<file path="src/rtl/instr_fetch_if.sv">
// ----------------------------------------------------------------------------
// instr_fetch_if -- instruction-memory fetch bus.
//
// Signals
//   imem_req     fetch -> memory   one-cycle request strobe
//   imem_addr    fetch -> memory   word-aligned fetch address, valid with imem_req
//   imem_rvalid  memory -> fetch   response strobe, at least one cycle after the request
//   imem_rdata   memory -> fetch   fetched instruction, valid with imem_rvalid
//
// Modports
//   master  instruction fetch unit (drives the request)
//   slave   instruction memory (drives the response)
// ----------------------------------------------------------------------------
interface instr_fetch_if;
    logic        imem_req;
    logic [31:0] imem_addr;
    logic        imem_rvalid;
    logic [31:0] imem_rdata;

    modport master (
        output imem_req,
        output imem_addr,
        input  imem_rvalid,
        input  imem_rdata
    );

    modport slave (
        input  imem_req,
        input  imem_addr,
        output imem_rvalid,
        output imem_rdata
    );
endinterface

</file>
<file path="src/rtl/instr_fetch.sv">
// ----------------------------------------------------------------------------
// instr_fetch -- instruction fetch unit with a small instruction buffer.
//
// Issues at most one instruction-memory request at a time, buffers returned
// instructions (with their PC) in a FIFO of FIFO_DEPTH entries and presents
// the buffer head to decode. A redirect flushes the buffer, discards any
// in-flight response and restarts fetching at the new address.
//
// Parameters
//   RESET_PC    PC loaded on reset
//   FIFO_DEPTH  instruction-buffer entries (2..8)
//
// Ports
//   clk          clock, all state updates on the rising edge
//   rst          synchronous active-high reset
//   stall        decode cannot accept; buffer head is held
//   redirect     taken branch/jump: flush and refetch
//   redirect_pc  new fetch address (bits [1:0] ignored)
//   imem         instruction-memory bus (master side)
//   instr        buffer-head instruction, NOP (addi x0,x0,0) when empty
//   instr_pc     PC of instr, 0 when empty
//   instr_valid  buffer non-empty
// ----------------------------------------------------------------------------
module instr_fetch #(
    parameter logic [31:0] RESET_PC   = 32'h0000_0000,
    parameter int          FIFO_DEPTH = 2
) (
    input  logic                 clk,
    input  logic                 rst,
    input  logic                 stall,
    input  logic                 redirect,
    input  logic [31:0]          redirect_pc,
    instr_fetch_if.master        imem,
    output logic [31:0]          instr,
    output logic [31:0]          instr_pc,
    output logic                 instr_valid
);

    localparam logic [31:0] NOP = 32'h0000_0013;
    localparam int PW = $clog2(FIFO_DEPTH);
    localparam int CW = $clog2(FIFO_DEPTH + 1);

    // IDLE: nothing outstanding; WAIT: outstanding, keep; DROP: outstanding, discard.
    typedef enum logic [1:0] {IDLE, WAIT, DROP} req_state_e;

    req_state_e     state_q, state_d;
    logic [31:0]    pc_q;
    logic [31:0]    req_pc_q;
    logic [PW-1:0]  rd_ptr_q, wr_ptr_q;
    logic [CW-1:0]  count_q;

    logic [31:0]    buf_instr [FIFO_DEPTH];
    logic [31:0]    buf_pc    [FIFO_DEPTH];

    logic           push, pop, issue;
    logic [CW:0]    occ_end;

    function automatic logic [PW-1:0] ptr_inc(input logic [PW-1:0] p);
        return (p == PW'(FIFO_DEPTH - 1)) ? '0 : p + PW'(1);
    endfunction

    // Reset overrides the buffer contents immediately, so the outputs read
    // as empty during a reset cycle even if entries are still stored.
    assign instr_valid = !rst && (count_q != '0);
    assign instr       = instr_valid ? buf_instr[rd_ptr_q] : NOP;
    assign instr_pc    = instr_valid ? buf_pc[rd_ptr_q]    : 32'h0;

    assign imem.imem_req  = issue;
    assign imem.imem_addr = pc_q;

    // NOTE: every signal assigned in this block gets a default at the top,
    // so no path leaves a value unassigned and no latch is inferred.
    always_comb begin
        pop     = instr_valid && !stall;
        push    = imem.imem_rvalid && (state_q == WAIT) && !redirect;
        occ_end = (CW+1)'(count_q) + (CW+1)'(push) - (CW+1)'(pop);
        // A new request needs the previous one retired by the end of this
        // cycle and a guaranteed free slot for its response.
        issue   = !rst && !redirect
                  && ((state_q == IDLE) || imem.imem_rvalid)
                  && (occ_end < (CW+1)'(FIFO_DEPTH));
        state_d = state_q;

        if (redirect) begin
            if (imem.imem_rvalid || (state_q == IDLE)) begin
                state_d = IDLE;
            end else begin
                state_d = DROP;
            end
        end else if (issue) begin
            state_d = WAIT;
        end else if (imem.imem_rvalid && (state_q != IDLE)) begin
            state_d = IDLE;
        end
    end

    // NOTE: sequential state uses non-blocking assignments so every register
    // samples the pre-edge values, independent of statement order.
    always_ff @(posedge clk) begin
        if (rst) begin
            state_q  <= IDLE;
            pc_q     <= RESET_PC;
            req_pc_q <= RESET_PC;
            rd_ptr_q <= '0;
            wr_ptr_q <= '0;
            count_q  <= '0;
        end else begin
            state_q <= state_d;
            if (redirect) begin
                pc_q     <= {redirect_pc[31:2], 2'b00};
                rd_ptr_q <= '0;
                wr_ptr_q <= '0;
                count_q  <= '0;
            end else begin
                if (issue) begin
                    pc_q     <= pc_q + 32'd4;
                    req_pc_q <= pc_q;
                end
                if (push) begin
                    wr_ptr_q <= ptr_inc(wr_ptr_q);
                end
                if (pop) begin
                    rd_ptr_q <= ptr_inc(rd_ptr_q);
                end
                count_q <= occ_end[CW-1:0];
            end
        end
    end

    // NOTE: the buffer storage has no reset; count_q alone decides which
    // entries are meaningful, so stale contents are never observed.
    always_ff @(posedge clk) begin
        if (push && !rst) begin
            buf_instr[wr_ptr_q] <= imem.imem_rdata;
            buf_pc[wr_ptr_q]    <= req_pc_q;
        end
    end

endmodule

</file>
<file path="src/flat_wrapper.sv">
// flat-port wrapper written by rule: the top's interface ports become plain ports
module instr_fetch_flat 
#(
    parameter logic [31:0] RESET_PC   = 32'h0000_0000,
    parameter int          FIFO_DEPTH = 2
)
  (clk, rst, stall, redirect, redirect_pc, instr, instr_pc, instr_valid, imem_imem_req, imem_imem_addr, imem_imem_rvalid, imem_imem_rdata);
  instr_fetch_if imem_i ();
  input  logic clk;
  input  logic rst;
  input  logic stall;
  input  logic redirect;
  input  logic [31:0] redirect_pc;
  output logic [31:0] instr;
  output logic [31:0] instr_pc;
  output logic instr_valid;
  output wire logic [$bits(imem_i.imem_req)-1:0] imem_imem_req;
  output wire logic [$bits(imem_i.imem_addr)-1:0] imem_imem_addr;
  input wire logic [$bits(imem_i.imem_rvalid)-1:0] imem_imem_rvalid;
  input wire logic [$bits(imem_i.imem_rdata)-1:0] imem_imem_rdata;
  assign imem_imem_req = imem_i.imem_req;
  assign imem_imem_addr = imem_i.imem_addr;
  assign imem_i.imem_rvalid = imem_imem_rvalid;
  assign imem_i.imem_rdata = imem_imem_rdata;
  instr_fetch #(.RESET_PC(RESET_PC), .FIFO_DEPTH(FIFO_DEPTH)) u_core (.clk(clk), .rst(rst), .stall(stall), .redirect(redirect), .redirect_pc(redirect_pc), .imem(imem_i), .instr(instr), .instr_pc(instr_pc), .instr_valid(instr_valid));
endmodule
</file>
<file path="config.mk">
export PLATFORM = sky130hd
export DESIGN_NAME = instr_fetch_flat
export DESIGN_NICKNAME = d
export VERILOG_FILES = /design/src/rtl/instr_fetch_if.sv /design/src/rtl/instr_fetch.sv /design/src/flat_wrapper.sv
export SDC_FILE = /design/constraint.sdc
export NUM_CORES = 1
export LEC_CHECK = 0
export CAP_MARGIN = 20
export CORE_ASPECT_RATIO = 1.1
export CORE_MARGIN = 3
export CORE_UTILIZATION = 55
export DETAILED_ROUTE_END_ITERATION = 10
export PLACE_DENSITY = 0.85
export SYNTH_ARGS = -nofsm -noshare
export SYNTH_HDL_FRONTEND = slang
export SYNTH_SLANG_ARGS = --single-unit
export TNS_END_PERCENT = 50
</file>
<file path="constraint.sdc">
create_clock -name clk -period 21.2 [get_ports clk]
set_input_delay 4.24 -clock clk [delete_from_list [all_inputs] [get_ports clk]]
set_output_delay 4.24 -clock clk [all_outputs]
set_load 0.1 [all_outputs]
</file>
==> results.cfg, run 1 <==
[synth]
ys_top_cells_by_count = 124 x edfxtp_1, 86 x nor2_1, 85 x nand2_1, 67 x dfxtp_1, 64 x mux2i_1
synthCells = 676
synth.most_common_cell = edfxtp_1
synth_ff_type = edfxtp_1
synth_top_area_frac = 0.473
synthArstFlopShare = 0
synth_edf_count = 124
ys_top_cells_by_area = edfxtp_1 47%, dfxtp_1 17%, mux2i_1 8.1%, nor2_1 4.1%, nand2_1 4.1%
syn_avg_cell_area_um2 = 11.7
synth.cell_area_mm2 = 0.00788
synth_area_leader_cell = edfxtp_1
synthDistinctLibCells = 57
synth-seq-cells = 191
yosysSeqAreaShare = 0.643
ys_warn_count = 0

[grt]
antenna_found_initial = 0
track_usage = 0.223
overflow = 0
grt_pass1_wl_um = 28600
grt_max_degree = 68
grt_pass1_vias = 5680

[timing]
fin_ws_ns = 7.22
rsz0062_at_grt = no
hold_violations = 0
maxSlewViolCount = 0
worst_pin_slew_ns = 1.07
fin_crit_sh = 0.659
final.min_clock_period_ns = 13.98
fmax_ghz = 0.0715
slew_headroom = 0.288
skew_ns = 0.00777
tns_ns = 0
finalSetupViolations = 0

[die]
initial_core_util = 0.566
pin_count = 167
dieArea_mm2 = 0.0158
die_x_um = 120
rows = 45
core_area_mm2 = 0.0139
die_y_um = 132

[detailed_routing]
first_pass_iters = 5
post-route-drc-count = 0
vias_per_cell = 5.62
ant_nets = 0
drtIter0Drc = 430
wl_per_cell_um = 17.3
routed_wl_um = 17600
vias = 5725

[final_layout]
antenna_cells = 0
syn2layout_area_growth_pct = 29.2
drive_gt1_frac = 0.0626
nets = 891

[min_path]
holdCritStartpoint = u_core.req_pc_q[30]
min_path_type = reg -> reg

[critical_path]
cp_slowest_stage_delay_ns = 1.21
r2r_slack_ns = 16.52
critPathLaunchType = primary input
critPathMaxFanout = 67
criticalPathCategory = in -> out
end_kind = output pin
r2r_start = u_core.count_q[0]
slowest_stage = clkdlybuf4s50_1
cp.arrival_ns = 9.74
crit_required_ns = 16.96
crit_start = rst
cp_cell_sequence = buf_2 > buf_4 > o21bai_4 > buf_4 > nor2_1 > ha_1 > inv_1 > ha_1 > fa_1 > or3_1 > or3_2 > buf_12 > inv_6 > clkdlybuf4s50_1

[pwr]
p_per_area_mw_per_mm2 = 79.1
ir_drop_v = 0.0000638
p_leak_uw = 0.00329

[clock_tree]
cts_made_buffers = 17
cts_hold_buf = 0
clock_tree.root_cell = clkbuf_16
clk_path_buf_depth = 2
htree_num_levels = 4
insertion_delay_ns = 0.41
cts_setup_buffers = 0
numClockSinks = 191
cts_tree = done
ctsResizeCount = 0
clkTransAtPathRegs_ns = 0.06

[placement]
place_congestion = 0.851
dp_hpwl_um = 11200
io_buffers = 160
post-place-ws_ns = 7.08

[flow_run]
cap_violations = 0

[run_status]
status = completed
-- registers in the layout, summed over array words and instances, names as in the netlist, named ones only --
| signal | flops |
|---|---|
| u_core.buf_instr | 64 |
| u_core.buf_pc | 60 |
| u_core.imem.imem_addr | 30 |
| u_core.req_pc_q | 30 |
| u_core.count_q | 2 |
| u_core.state_q | 2 |
| u_core.rd_ptr_q | 1 |
| u_core.wr_ptr_q | 1 |
-- cell type report --
cell class | instances | area, um2
repair buffers | 167 | 1660
inverters | 13 | 53.8
well taps | 188 | 235
clock buffers | 17 | 425
clock inverters | 15 | 166
flip-flops and latches | 191 | 5070
fillers | 929 | 3730
multi-input cells | 428 | 2560
-- kinds of logic after synthesis --
group	after synthesis	synth area share
other cells	1	0.000476
mux	67	0.0861
simple gates	247	0.144
compound gates	99	0.0748
flops	191	0.643
fa+ha+maj	4	0.00731
xor+xnor	7	0.00778
buf+inv	60	0.0361
-- layout by cell type, fill, tap and decap left out, drive strengths merged, types with 8 or more instances in the layout --
cell and count:
clkdlybuf4s50 159, edfxtp 124, nor2 86, nand2 85, dfxtp 67, mux2i 64
a21oi 51, nand4 19, clkbuf 17, inv 16, o21ai 14, a31oi 12
nand3 9, buf 8
-- path summary, 6_finish.rpt --
check | to | cells after the start
worst min register to register | u_core.buf_pc[0][30] | 0
worst min-delay path | u_core.buf_pc[0][30] | 0
worst max register to register | u_core.imem.imem_addr[26] | 14
worst max-delay path | imem_imem_req | 14
-- critical path, delay by kind of cell --
| kind | cells | cell delay [ns] |
|---|---|---|
| AOI/OAI and AO/OA | 1 | 0.25 |
| adders and majority gates | 3 | 0.96 |
| buffers and inverters | 7 | 2.99 |
| and+or+nand+nor | 3 | 1.23 |
-- through the flow --
| stage | area (um2) | hold slack [ns] | util | power [uW] | cells |
|---|---|---|---|---|---|
| after floorplan | 7890 | 0.425 | - | 469 | 679 |
| after global placement | 9560 | 0.435 | 0.687 | 493 | 986 |
| after detailed placement | 9560 | 0.442 | 0.687 | 495 | 986 |
| after CTS | 10200 | 0.459 | 0.730 | 808 | 1018 |
| after global routing | 10200 | 0.474 | 0.731 | 827 | 1019 |
| final | 10200 | 0.463 | 0.731 | 805 | 1019 |
-- per-layer routing --
metal | up-vias | routed length, um | track usage
met5 | - | 0 | 0
met2 | 217 | 8950 | 0.386
met4 | 0 | 318 | 0.0700
met3 | 28 | 992 | 0.0392
li1 | 2716 | - | -
met1 | 2764 | 7340 | 0.286
-- power by group --
part	switching, uW	internal [uW]	total, uW
clock network	131	185	316
logic	53.5	25.4	78.9
registers	8.72	401	410
Power figures use the tool's default switching activity.
==> inputs of run 2 (changes only) <==
CORE_UTILIZATION = 46   (was 55)
PLACE_DENSITY = 0.76   (was 0.85)
clock period = 11.4 ns   (was 21.2 ns; I/O delays follow)
==> results.cfg, run 2 (synthesized netlist as in run 1, its figures left out) <==
[final_layout]
nets = 891
final_common_cell = clkdlybuf4s50_1
seqCellArea_mm2 = 0.00507
multiInputGateArea_mm2 = 0.00256
top_regs = u_core.buf_instr (64), u_core.buf_pc (60)
nFillCells = 1328
drive_gt1_frac = 0.0626
largest_reg_flops = 64
syn2layout_area_growth_pct = 28.8
antenna_cells = 0
top_register = u_core.buf_instr
layout_common_cells = 159 x clkdlybuf4s50_1, 124 x edfxtp_1, 86 x nor2_1, 85 x nand2_1, 66 x dfxtp_1

[critical_path]
crit_required_ns = 9.12
worst-r2r-cell-count = 12
r2r_start = u_core.count_q[1]
r2r_slack_ns = 7.82
critPathMaxFanout = 67
rr_endpoint = u_core.imem.imem_addr[10]
criticalPathCategory = in -> out
critPathLaunchType = primary input
end_kind = output pin
crit_start = rst
cp.arrival_ns = 6.65

[clock_tree]
cts_tree = done
cts_hold_buf = 0
cts_setup_buffers = 0
clock_tree.root_cell = clkbuf_16
cts_made_buffers = 17
insertion_delay_ns = 0.43
clk_path_buf_depth = 2
htree_num_levels = 4
numClockSinks = 191
ctsResizeCount = 0
clkTransAtPathRegs_ns = 0.07

[grt]
track_usage = 0.182
overflow = 0
antenna_found_initial = 0
grt_max_degree = 68
grt_pass1_wl_um = 27200
grt_pass1_vias = 5536

[timing]
slew_headroom = 0.283
tns_ns = 0
fmax_ghz = 0.112
fin_crit_sh = 0.783
rsz0062_at_grt = no
worst_hold_slack_ns = 0.451
final.min_clock_period_ns = 8.93
hold_violations = 0
maxSlewViolCount = 0
worst_pin_slew_ns = 1.08
finalSetupViolations = 0
skew_ns = 0.0109

[pwr]
p_per_area_mw_per_mm2 = 144
ir_drop_v = 0.000101
p_leak_uw = 0.00326
finalPower_uw = 1460

[detailed_routing]
ant_nets = 0
first_pass_iters = 5
drtIter0Drc = 387
routed_wl_um = 16900
post-route-drc-count = 0
wl_per_cell_um = 16.4
vias_per_cell = 5.37
vias = 5554

[min_path]
min_to = u_core.buf_pc[1][11]
min_path_type = reg -> reg
holdCritStartpoint = u_core.req_pc_q[11]
holdPathStages = 0

[flow_run]
cap_violations = 0

[die]
pin_count = 167
die_y_um = 143
dieArea_mm2 = 0.0187
core_area_mm2 = 0.0166
initial_core_util = 0.476
die_x_um = 131
rows = 49

[placement]
dp_hpwl_um = 10900
place_congestion = 0.825
io_buffers = 160

[run_status]
status = completed
-- run 2: layout make-up --
| class | instances | share of cell area |
|---|---|---|
| flip-flops and latches | 191 | 0.500 |
| multi-input cells | 428 | 0.252 |
| repair buffers | 167 | 0.163 |
| clock buffers | 18 | 0.0444 |
| well taps | 204 | 0.0252 |
| clock inverters | 14 | 0.0104 |
| inverters | 13 | 0.00530 |
-- run 2: power breakdown --
group	internal [uW]	switching, uW	total (uW)	leakage [uW]
registers	745	15.5	761	0.00163
clock network	295	254	550	0.000270
logic	46.7	99.2	146	0.00136
-- run 2: worst max-delay path: stages --
cell and delay, ns:
buf_2 0.07, buf_4 0.55, o21bai_4 0.26, nor2_1 0.08, ha_1 0.28, inv_1 0.04
ha_1 0.20, fa_1 0.45, or3_1 0.33, or3_2 0.52, inv_6 0.32, clkdlybuf4s50_1 1.21
-- run 2: worst max-delay path by stage --
| stage | end | slack (ns) |
|---|---|---|
| after floorplan | u_core.buf_instr[1][0] | 3.57 |
| after global placement | imem_imem_req | 2.55 |
| after detailed placement | imem_imem_req | 2.49 |
| after CTS | imem_imem_req | 2.48 |
| after global routing | imem_imem_req | 2.28 |
| final | imem_imem_req | 2.47 |
-- run 2: stage by stage --
step / instances / worst slack [ns] / area (um2) / util
floorplan: 679 / 3.57 / 7890 / -
global placement: 1003 / 2.55 / 9590 / 0.579
detailed placement: 1003 / 2.49 / 9590 / 0.579
CTS: 1035 / 2.48 / 10100 / 0.613
global route: 1035 / 2.28 / 10100 / 0.613
finish: 1035 / 2.47 / 10100 / 0.613
-- run 2: metal layers --
layer | vias to the layer above | global-route usage | share of wire
li1 | 2715 | - | -
met1 | 2621 | 0.240 | 0.44
met2 | 203 | 0.299 | 0.49
met3 | 15 | 0.0385 | 0.058
met4 | 0 | 0.0650 | 0.012
met5 | - | 0 | 0
==> inputs of run 3 (changes only) <==
CORE_UTILIZATION = 51   (was 46)
PLACE_DENSITY = 0.8   (was 0.76)
clock period = 9.2 ns   (was 11.4 ns; I/O delays follow)
==> results.cfg, run 3 (synthesized netlist as in run 1, its figures left out) <==
[detailed_routing]
post-route-drc-count = 0
routed_wl_um = 17000
first_pass_iters = 5
drtIter0Drc = 467
vias = 5598
vias_per_cell = 5.45
wl_per_cell_um = 16.5
ant_nets = 0

[die]
pin_count = 167
die_y_um = 136
die_x_um = 124
core_area_mm2 = 0.0151
rows = 47
dieArea_mm2 = 0.0170
initial_core_util = 0.521

[final_layout]
top_regs = u_core.buf_instr (64), u_core.buf_pc (60)
top_register = u_core.buf_instr
largest_reg_flops = 64
layout_common_cells = 158 x clkdlybuf4s50_1, 124 x edfxtp_1, 86 x nor2_1, 85 x nand2_1, 66 x dfxtp_1
antenna_cells = 0
syn2layout_area_growth_pct = 29.4
design_area_mm2 = 0.0102
drive_gt1_frac = 0.0638
final_common_cell = clkdlybuf4s50_1
nets = 891

[clock_tree]
cts_hold_buf = 0
clk_path_buf_depth = 2
cts_made_buffers = 17
insertion_delay_ns = 0.42
numClockSinks = 191
cts_tree = done
ctsResizeCount = 0
clkTransAtPathRegs_ns = 0.06
htree_num_levels = 4
clock_tree.root_cell = clkbuf_16
cts_setup_buffers = 0

[timing]
fin_crit_sh = 0.815
fmax_ghz = 0.133
rsz0062_at_grt = no
tns_ns = 0
worst_pin_slew_ns = 1.06
hold_violations = 0
maxSlewViolCount = 0
slew_headroom = 0.295
final.min_clock_period_ns = 7.50
skew_ns = 0.00941
finalSetupViolations = 0

[grt]
top_usage_layer = met2
antenna_found_initial = 0
met1_usage = 0.267
use_met2 = 0.328
overflow = 0
grt_max_degree = 67
track_usage = 0.199
grt_util_met3 = 0.0338
grt_pass1_vias = 5417
grt_pass1_wl_um = 27300

[placement]
place_area_mm2 = 0.00957
dp_hpwl_um = 10800
io_buffers = 160
place_congestion = 0.877

[critical_path]
critPathMaxFanout = 61
end_kind = output pin
criticalPathCategory = in -> out
critPathLaunchType = primary input
crit_required_ns = 7.36
cp.arrival_ns = 5.66
worst-r2r-cell-count = 14

[pwr]
p_per_area_mw_per_mm2 = 183
pwr-share-seq = 0.506
ir_drop_v = 0.000110
pwr-share-clk = 0.397
p_comb_frac = 0.097
p_leak_uw = 0.00330
p_sw_frac = 0.241
p_sw_uw = 449
p_int_uw = 1420

[run_status]
status = completed

[min_path]
min_path_type = reg -> reg
holdPathStages = 0

[flow_run]
cap_violations = 0
==> run 3: layer usage <==
layer | up-vias | part of all wire
met1 | 2644 | 0.44
met2 | 222 | 0.50
met4 | 0 | 0.014
met5 | - | 0
met3 | 20 | 0.047
li1 | 2712 | -
==> run 3: through the flow <==
step	util	hold slack, ns	setup slack (ns)	cells	power (uW)
after floorplan	-	0.425	1.81	679	1080
after global placement	0.633	0.435	1.48	994	1140
after detailed placement	0.633	0.442	1.42	994	1140
after CTS	0.673	0.461	1.41	1026	1880
after global routing	0.674	0.473	1.43	1027	1930
final	0.674	0.459	1.70	1027	1870
==> run 3: power by group through the flow <==
stage / clock network (uW) / logic [uW] / registers (uW)
2_1_floorplan: 0 / 65.0 / 1020
3_3_place_gp: 0 / 176 / 960
3_5_place_dp: 0 / 179 / 962
4_1_cts: 755 / 180 / 943
5_1_grt: 793 / 190 / 945
6_report: 741 / 181 / 944
==> run 3: final timing paths <==
path,from,to,slack (ns)
worst max-delay path,rst,imem_imem_req,1.70
worst min-delay path,u_core.req_pc_q[31],u_core.buf_pc[1][31],0.46
worst max register to register,u_core.count_q[1],u_core.imem.imem_addr[19],4.67
worst min register to register,u_core.req_pc_q[31],u_core.buf_pc[1][31],0.46
==> run 3: cell type report <==
class | count | area (um2)
sequential | 191 | 5070
fill | 1082 | 4920
multi-input combinational | 428 | 2560
timing repair buffer | 167 | 1660
clock buffer | 21 | 483
tap | 196 | 245
clock inverter | 11 | 123
inverter | 13 | 53.8
==> run 3: critical path, stage by stage <==
cell,delay (ns)
buf_2,0.09
o21bai_4,0.10
buf_4,0.53
nor2_1,0.16
ha_1,0.32
inv_1,0.04
ha_1,0.20
fa_1,0.46
or3_1,0.33
or3_2,0.62
buf_12,0.25
inv_6,0.31
buf_4,0.37
